--- config.mk ---
export PLATFORM = sky130hd
export DESIGN_NAME = duty_cmd_ctrl
export DESIGN_NICKNAME = d
export VERILOG_FILES = /design/src/rtl/duty_pkg.sv /design/src/rtl/btn_debounce.sv /design/src/rtl/duty_cmd_ctrl.sv
export SDC_FILE = /design/constraint.sdc
export NUM_CORES = 1
export LEC_CHECK = 0
export ABC_AREA = 0
export CAP_MARGIN = 20
export CORE_MARGIN = 1
export CORE_UTILIZATION = 50
export CTS_CLUSTER_SIZE = 12
export DETAILED_ROUTE_END_ITERATION = 10
export PLACE_DENSITY = 0.74
export SLEW_MARGIN = 25
export SYNTH_ARGS = -nofsm -noshare
export SYNTH_HDL_FRONTEND = slang
export SYNTH_SLANG_ARGS = --single-unit
--- constraint.sdc ---
create_clock -name clk -period 6.7 [get_ports clk]
set_clock_uncertainty 0.05 [all_clocks]
set_input_delay 0.67 -clock clk [delete_from_list [all_inputs] [get_ports clk]]
set_output_delay 0.67 -clock clk [all_outputs]
set_load 0.02 [all_outputs]
--- src/rtl/duty_pkg.sv ---
// Shared defaults, the duty bus type and the slew FSM state encoding for the
// duty command controller.
package duty_pkg;

    localparam int unsigned REG_LEN  = 20;
    localparam int unsigned MAX_DUTY = 1000000;
    localparam int unsigned STEP     = 100000;

    typedef logic [REG_LEN:0] duty_t;

    typedef enum logic {
        IDLE = 1'b0,
        RAMP = 1'b1
    } slew_state_t;

endpackage

--- src/rtl/btn_debounce.sv ---
// Turns one raw asynchronous push-button into a single-cycle press pulse:
// two-flop synchronizer, stability counter, stable level and rising-edge detect.
module btn_debounce #(
    parameter int unsigned DEBOUNCE_CYCLES = 1000000
) (
    input  logic clk,
    input  logic rst_n,
    input  logic btn_i,
    output logic press_o
);

    localparam int unsigned CNT_W = $clog2(DEBOUNCE_CYCLES + 1);
    localparam logic [CNT_W-1:0] CNT_LAST = CNT_W'(DEBOUNCE_CYCLES - 1);

    logic             sync1_q;
    logic             sync2_q;
    logic [CNT_W-1:0] cnt_q;
    logic [CNT_W-1:0] cnt_d;
    logic             stable_q;
    logic             stable_d;
    logic             stable_prev_q;
    logic             press_q;

    // Bring the raw button into the clock domain through two flops.
    always_ff @(posedge clk or negedge rst_n) begin
        if (!rst_n) begin
            sync1_q <= 1'b0;
            sync2_q <= 1'b0;
        end else begin
            sync1_q <= btn_i;
            sync2_q <= sync1_q;
        end
    end

    // Count consecutive disagreeing cycles; accept the new level once the count reaches the limit.
    always_comb begin
        cnt_d    = cnt_q;
        stable_d = stable_q;
        if (sync2_q == stable_q) begin
            cnt_d = '0;
        end else if (cnt_q == CNT_LAST) begin
            stable_d = sync2_q;
            cnt_d    = '0;
        end else begin
            cnt_d = cnt_q + 1'b1;
        end
    end

    // Debounce state plus a registered rising-edge pulse of the stable level.
    always_ff @(posedge clk or negedge rst_n) begin
        if (!rst_n) begin
            cnt_q         <= '0;
            stable_q      <= 1'b0;
            stable_prev_q <= 1'b0;
            press_q       <= 1'b0;
        end else begin
            cnt_q         <= cnt_d;
            stable_q      <= stable_d;
            stable_prev_q <= stable_q;
            press_q       <= stable_q & ~stable_prev_q;
        end
    end

    assign press_o = press_q;

endmodule

--- src/rtl/duty_cmd_ctrl.sv ---
// Front-end for the PWM generator: debounced up/down buttons and a direct load
// set a clamped duty target, and a slew FSM walks duty_val toward it at a
// bounded rate, strobing val_en with every new value.
module duty_cmd_ctrl
    import duty_pkg::slew_state_t, duty_pkg::IDLE, duty_pkg::RAMP;
#(
    parameter int unsigned REG_LEN         = duty_pkg::REG_LEN,
    parameter int unsigned MAX_DUTY        = duty_pkg::MAX_DUTY,
    parameter int unsigned STEP            = duty_pkg::STEP,
    parameter int unsigned DEBOUNCE_CYCLES = 1000000,
    parameter int unsigned SLEW_DIV        = 100,
    parameter int unsigned SLEW_STEP       = 1000
) (
    input  logic             clk,
    input  logic             rst_n,
    input  logic             btn_up,
    input  logic             btn_down,
    input  logic             load_en,
    input  logic [REG_LEN:0] load_val,
    output logic [REG_LEN:0] duty_val,
    output logic             val_en,
    output logic             busy
);

    localparam int unsigned DW = REG_LEN + 1;
    localparam int unsigned AW = REG_LEN + 2;
    localparam int unsigned PW = (SLEW_DIV > 1) ? $clog2(SLEW_DIV) : 1;

    localparam logic [DW-1:0] MAX_D       = DW'(MAX_DUTY);
    localparam logic [AW-1:0] MAX_A       = AW'(MAX_DUTY);
    localparam logic [AW-1:0] STEP_A      = AW'(STEP);
    localparam logic [AW-1:0] SLEW_STEP_A = AW'(SLEW_STEP);
    localparam logic [PW-1:0] PRE_LAST    = PW'(SLEW_DIV - 1);

    logic          up_press;
    logic          down_press;

    logic [DW-1:0] target_q;
    logic [DW-1:0] target_d;
    logic [AW-1:0] load_a;
    logic [AW-1:0] sum_a;
    logic [AW-1:0] diff_a;

    slew_state_t   state_q;
    slew_state_t   state_d;
    logic [PW-1:0] pre_q;
    logic [PW-1:0] pre_d;
    logic [DW-1:0] duty_q;
    logic [DW-1:0] duty_d;
    logic          val_en_q;
    logic          val_en_d;
    logic [AW-1:0] tgt_a;
    logic [AW-1:0] duty_a;
    logic [AW-1:0] gap_a;
    logic [AW-1:0] move_a;
    logic [AW-1:0] next_a;

    btn_debounce #(
        .DEBOUNCE_CYCLES(DEBOUNCE_CYCLES)
    ) u_btn_up (
        .clk    (clk),
        .rst_n  (rst_n),
        .btn_i  (btn_up),
        .press_o(up_press)
    );

    btn_debounce #(
        .DEBOUNCE_CYCLES(DEBOUNCE_CYCLES)
    ) u_btn_down (
        .clk    (clk),
        .rst_n  (rst_n),
        .btn_i  (btn_down),
        .press_o(down_press)
    );

    // Next target: load beats buttons, opposing presses cancel, results saturate at 0 and MAX_DUTY.
    always_comb begin
        target_d = target_q;
        load_a   = {1'b0, load_val};
        sum_a    = {1'b0, target_q} + STEP_A;
        diff_a   = {1'b0, target_q} - STEP_A;
        if (load_en) begin
            target_d = (load_a > MAX_A) ? MAX_D : load_val;
        end else if (up_press && !down_press) begin
            target_d = (sum_a > MAX_A) ? MAX_D : sum_a[DW-1:0];
        end else if (down_press && !up_press) begin
            target_d = ({1'b0, target_q} >= STEP_A) ? diff_a[DW-1:0] : '0;
        end
    end

    // Hold the clamped target.
    always_ff @(posedge clk or negedge rst_n) begin
        if (!rst_n) begin
            target_q <= '0;
        end else begin
            target_q <= target_d;
        end
    end

    // Slew FSM: every SLEW_DIV cycles in RAMP step toward the current target by at most SLEW_STEP.
    always_comb begin
        state_d  = state_q;
        pre_d    = pre_q;
        duty_d   = duty_q;
        val_en_d = 1'b0;
        tgt_a    = {1'b0, target_q};
        duty_a   = {1'b0, duty_q};
        gap_a    = (tgt_a >= duty_a) ? (tgt_a - duty_a) : (duty_a - tgt_a);
        move_a   = (gap_a > SLEW_STEP_A) ? SLEW_STEP_A : gap_a;
        next_a   = (tgt_a >= duty_a) ? (duty_a + move_a) : (duty_a - move_a);
        case (state_q)
            IDLE: begin
                if (duty_q != target_q) begin
                    state_d = RAMP;
                    pre_d   = '0;
                end
            end
            RAMP: begin
                if (pre_q == PRE_LAST) begin
                    pre_d = '0;
                    if (duty_q == target_q) begin
                        state_d = IDLE;
                    end else begin
                        duty_d   = next_a[DW-1:0];
                        val_en_d = 1'b1;
                        if (next_a == tgt_a) begin
                            state_d = IDLE;
                        end
                    end
                end else begin
                    pre_d = pre_q + 1'b1;
                end
            end
            default: begin
                state_d = IDLE;
            end
        endcase
    end

    // Slew state, prescaler and the registered command outputs.
    always_ff @(posedge clk or negedge rst_n) begin
        if (!rst_n) begin
            state_q  <= IDLE;
            pre_q    <= '0;
            duty_q   <= '0;
            val_en_q <= 1'b0;
        end else begin
            state_q  <= state_d;
            pre_q    <= pre_d;
            duty_q   <= duty_d;
            val_en_q <= val_en_d;
        end
    end

    assign duty_val = duty_q;
    assign val_en   = val_en_q;
    assign busy     = (state_q == RAMP);

endmodule

==> impl_metrics.json <==
{
  "rr_startpoint": "target_q[5]",
  "power.density_mw_per_mm2": 214,
  "post-route-period-util_pct": 102,
  "vias": 10066,
  "synthArstFlopShare_pct": 100,
  "h-tree-depth": 3,
  "antenna_found_initial": 0,
  "overflow": 0,
  "clkLatencyLatePin_ps": 350,
  "port_buffers": 48,
  "hold_class": "in -> async",
  "end_kind": "flip-flop",
  "synth.yosys.seq_area_share_pct": 26.5,
  "path_class": "reg -> reg",
  "worstReg2RegEnd": "busy",
  "layout_common_cells": "buf_4 (226), nor2_1 (111), dfrtp_1 (100)",
  "r2r_setup_slack_ps": -100,
  "track_usage_pct": 32.4,
  "place_area_mm2": 0.0116,
  "power_mw": 2.65,
  "status": "finished, violations left",
  "drt-total-wl_um": 31500,
  "start_util_pct": 51.0,
  "fmax_mhz": 147,
  "postRouteAntennaNets": 0,
  "rsz0062_at_grt": "yes",
  "clock-root-buffer": "clkbuf_16",
  "die_w_um": 140,
  "syn2layout_area_growth_pct": 29.8,
  "setup_viol": 1,
  "cts_tree": "yes",
  "power.internal_mw": 1.56,
  "p_leak_nw": 5.48,
  "r2r_cells": 29,
  "io_pins": 49,
  "synth_fp_nets": 1305,
  "violations": "negative setup slack",
  "place_congestion": 0.984,
  "ys.flop_type": "dfrtp_1",
  "synth_top_area_share_pct": 26.5,
  "crit_required_ps": 6890,
  "pwr-share-seq_pct": 25.2,
  "insertedDiodeCount": 0,
  "drive_above_1_share_pct": 22.4,
  "fin_util_pct": 66.2,
  "max_stage_delay_ps": 490,
  "layout_commonest_cell": "buf_4",
  "p_switching_mw": 1.09,
  "cts_buffers": 9,
  "ys_types": 77,
  "yosys_warnings": 0,
  "crit_fanout": 7,
  "pwr-share-comb_pct": 55.8,
  "detail_route.wl_per_cell_um": 18.8,
  "cts.sinks": 101,
  "power_frac_clock_pct": 19.0,
  "slowest_stage": "ha_1",
  "dieHeight_um": 140,
  "cap_violations": 0,
  "cts.clk_slew.worst_paths_ps": 70,
  "first_pass_iters": 5,
  "hold_ws_ps": 180,
  "cts_max_path_buffers": 2,
  "synth.area.top_cells": "dfrtp_1 (27%), ha_1 (9.6%), xnor2_1 (6.2%)",
  "die_area_mm2": 0.0196,
  "avgSynthCellArea_um2": 7.92,
  "p_sw_share_pct": 41.0,
  "synth_top_area_cell": "dfrtp_1",
  "cp.arrival_ps": 6990,
  "hold_viol": 0,
  "peakVddDrop_mv": 0.180,
  "maxSlewHeadroom_pct": 42.3,
  "path_common_cell": "buf_4",
  "place_hpwl_um": 25000,
  "layout_min_cycle_time_ps": 6800,
  "nets": 1534,
  "drc": 0,
  "slew_viol_final": 0,
  "fill_cells": 1577,
  "worstMarginPinSlew_ps": 859,
  "grt_pass1_vias": 9769,
  "synth_seq_cells": 101,
  "core_mm2": 0.0187,
  "rows": 50,
  "synth-edff-count": 0,
  "grt_pass1_wl_um": 50100,
  "layout_setup_ws_ps": -103,
  "crit_path_start_kind": "flip-flop",
  "grt_max_degree": 75,
  "final_area_mm2": 0.0124,
  "avgViaCountPerCell": 6.03,
  "synthCells": 1203,
  "syn_area_mm2": 0.00953,
  "drt_iter0_drc": 729
}
==> synthesized netlist by cell type (all sizes together), types with 10 or more instances <==
library cell,count
nor4,16
or3,17
nor2,115
o211ai,12
nor3,25
o31a,10
dfrtp,101
a31oi,15
nand2b,14
a21oi,98
mux2i,19
xor2,35
and2,10
a21o,22
nor2b,13
clkbuf,43
a211oi,11
nand2,99
inv,60
nand3,43
ha,73
o21ai,102
buf,21
and3,13
xnor2,67
nand4,24
==> through the flow <==
stage | setup TNS, ps | cells | worst slack [ps]
6_report | -103 | 1670 | -103
5_1_grt | -509 | 1670 | -366
4_1_cts | -13.2 | 1657 | -13.2
3_5_place_dp | -349 | 1634 | -291
3_3_place_gp | -207 | 1634 | -207
2_1_floorplan | 0 | 1203 | 1.06
==> state kept, by name (all words and copies together), names as in the netlist, 7 cells and up <==
| signal | flops |
|---|---|
| u_btn_down.cnt_q | 20 |
| target_q | 21 |
| u_btn_up.cnt_q | 20 |
| pre_q | 7 |
| duty_val | 21 |
==> cell type report <==
class,count,area (µm²),area share [%]
inverters,61,229,1.85
clock inverters,6,55.1,0.445
clock buffers,9,225,1.82
well taps,234,293,2.37
flip-flops and latches,101,2530,20.4
multi-input cells,977,6760,54.6
repair buffers,282,2280,18.5
==> worst max-delay path by stage <==
stage / start / slack (ps) / endpoint / cells past startpoint
floorplan: duty_val[11] / 1 / busy / 31
global placement: duty_val[0] / -210 / busy / 33
detailed placement: target_q[0] / -290 / busy / 32
CTS: duty_val[0] / -10 / busy / 31
global route: duty_val[0] / -370 / busy / 32
finish: target_q[5] / -100 / busy / 29
==> layer usage <==
metal / GRT usage, % / up-vias / part of all wire, %
met4: 13.8 / 0 / 3.9
met1: 42.2 / 4806 / 42
met3: 3.25 / 62 / 6.5
met2: 54.8 / 384 / 47
met5: 0 / - / 0
li1: - / 4814 / -
==> critical path, delay by kind of cell (launching register included) <==
kind / cells / cell delay, ps
AOI/OAI and AO/OA: 7 / 1740
xor gates and xnor gates: 2 / 350
adders and majority gates: 3 / 950
buffers and inverters: 5 / 870
DFF: 1 / 420
and+or+nand+nor: 12 / 2290
==> cell families after synthesis <==
family	count (synthesis)	synth area share [%]
muxes	22	2.35
xor gates and xnor gates	102	9.37
adders and majority gates	76	10.2
AOI/OAI and AO/OA	365	24.9
DFF	101	26.5
and+or+nand+nor	412	21.2
buffers and inverters	125	5.41
==> timing repair <==
| item | CTS | global route |
|---|---|---|
| setup buffers | 9 | 12 |
| gates cloned | 0 | 0 |
| hold buffers | 0 | 0 |
| resized for setup | 27 | 46 |
| pin swaps | 25 | 42 |
| setup endpoints to repair | 2 | 7 |
==> power by group through the flow <==
stage	logic (mW)	clock network, mW	registers, mW
final	1.48	0.504	0.667
after global routing	1.59	0.537	0.669
after CTS	1.38	0.520	0.665
after detailed placement	1.34	0	0.678
after global placement	1.33	0	0.676
after floorplan	0.802	0	0.668
No activity file was read; power rests on OpenSTA's default activity.
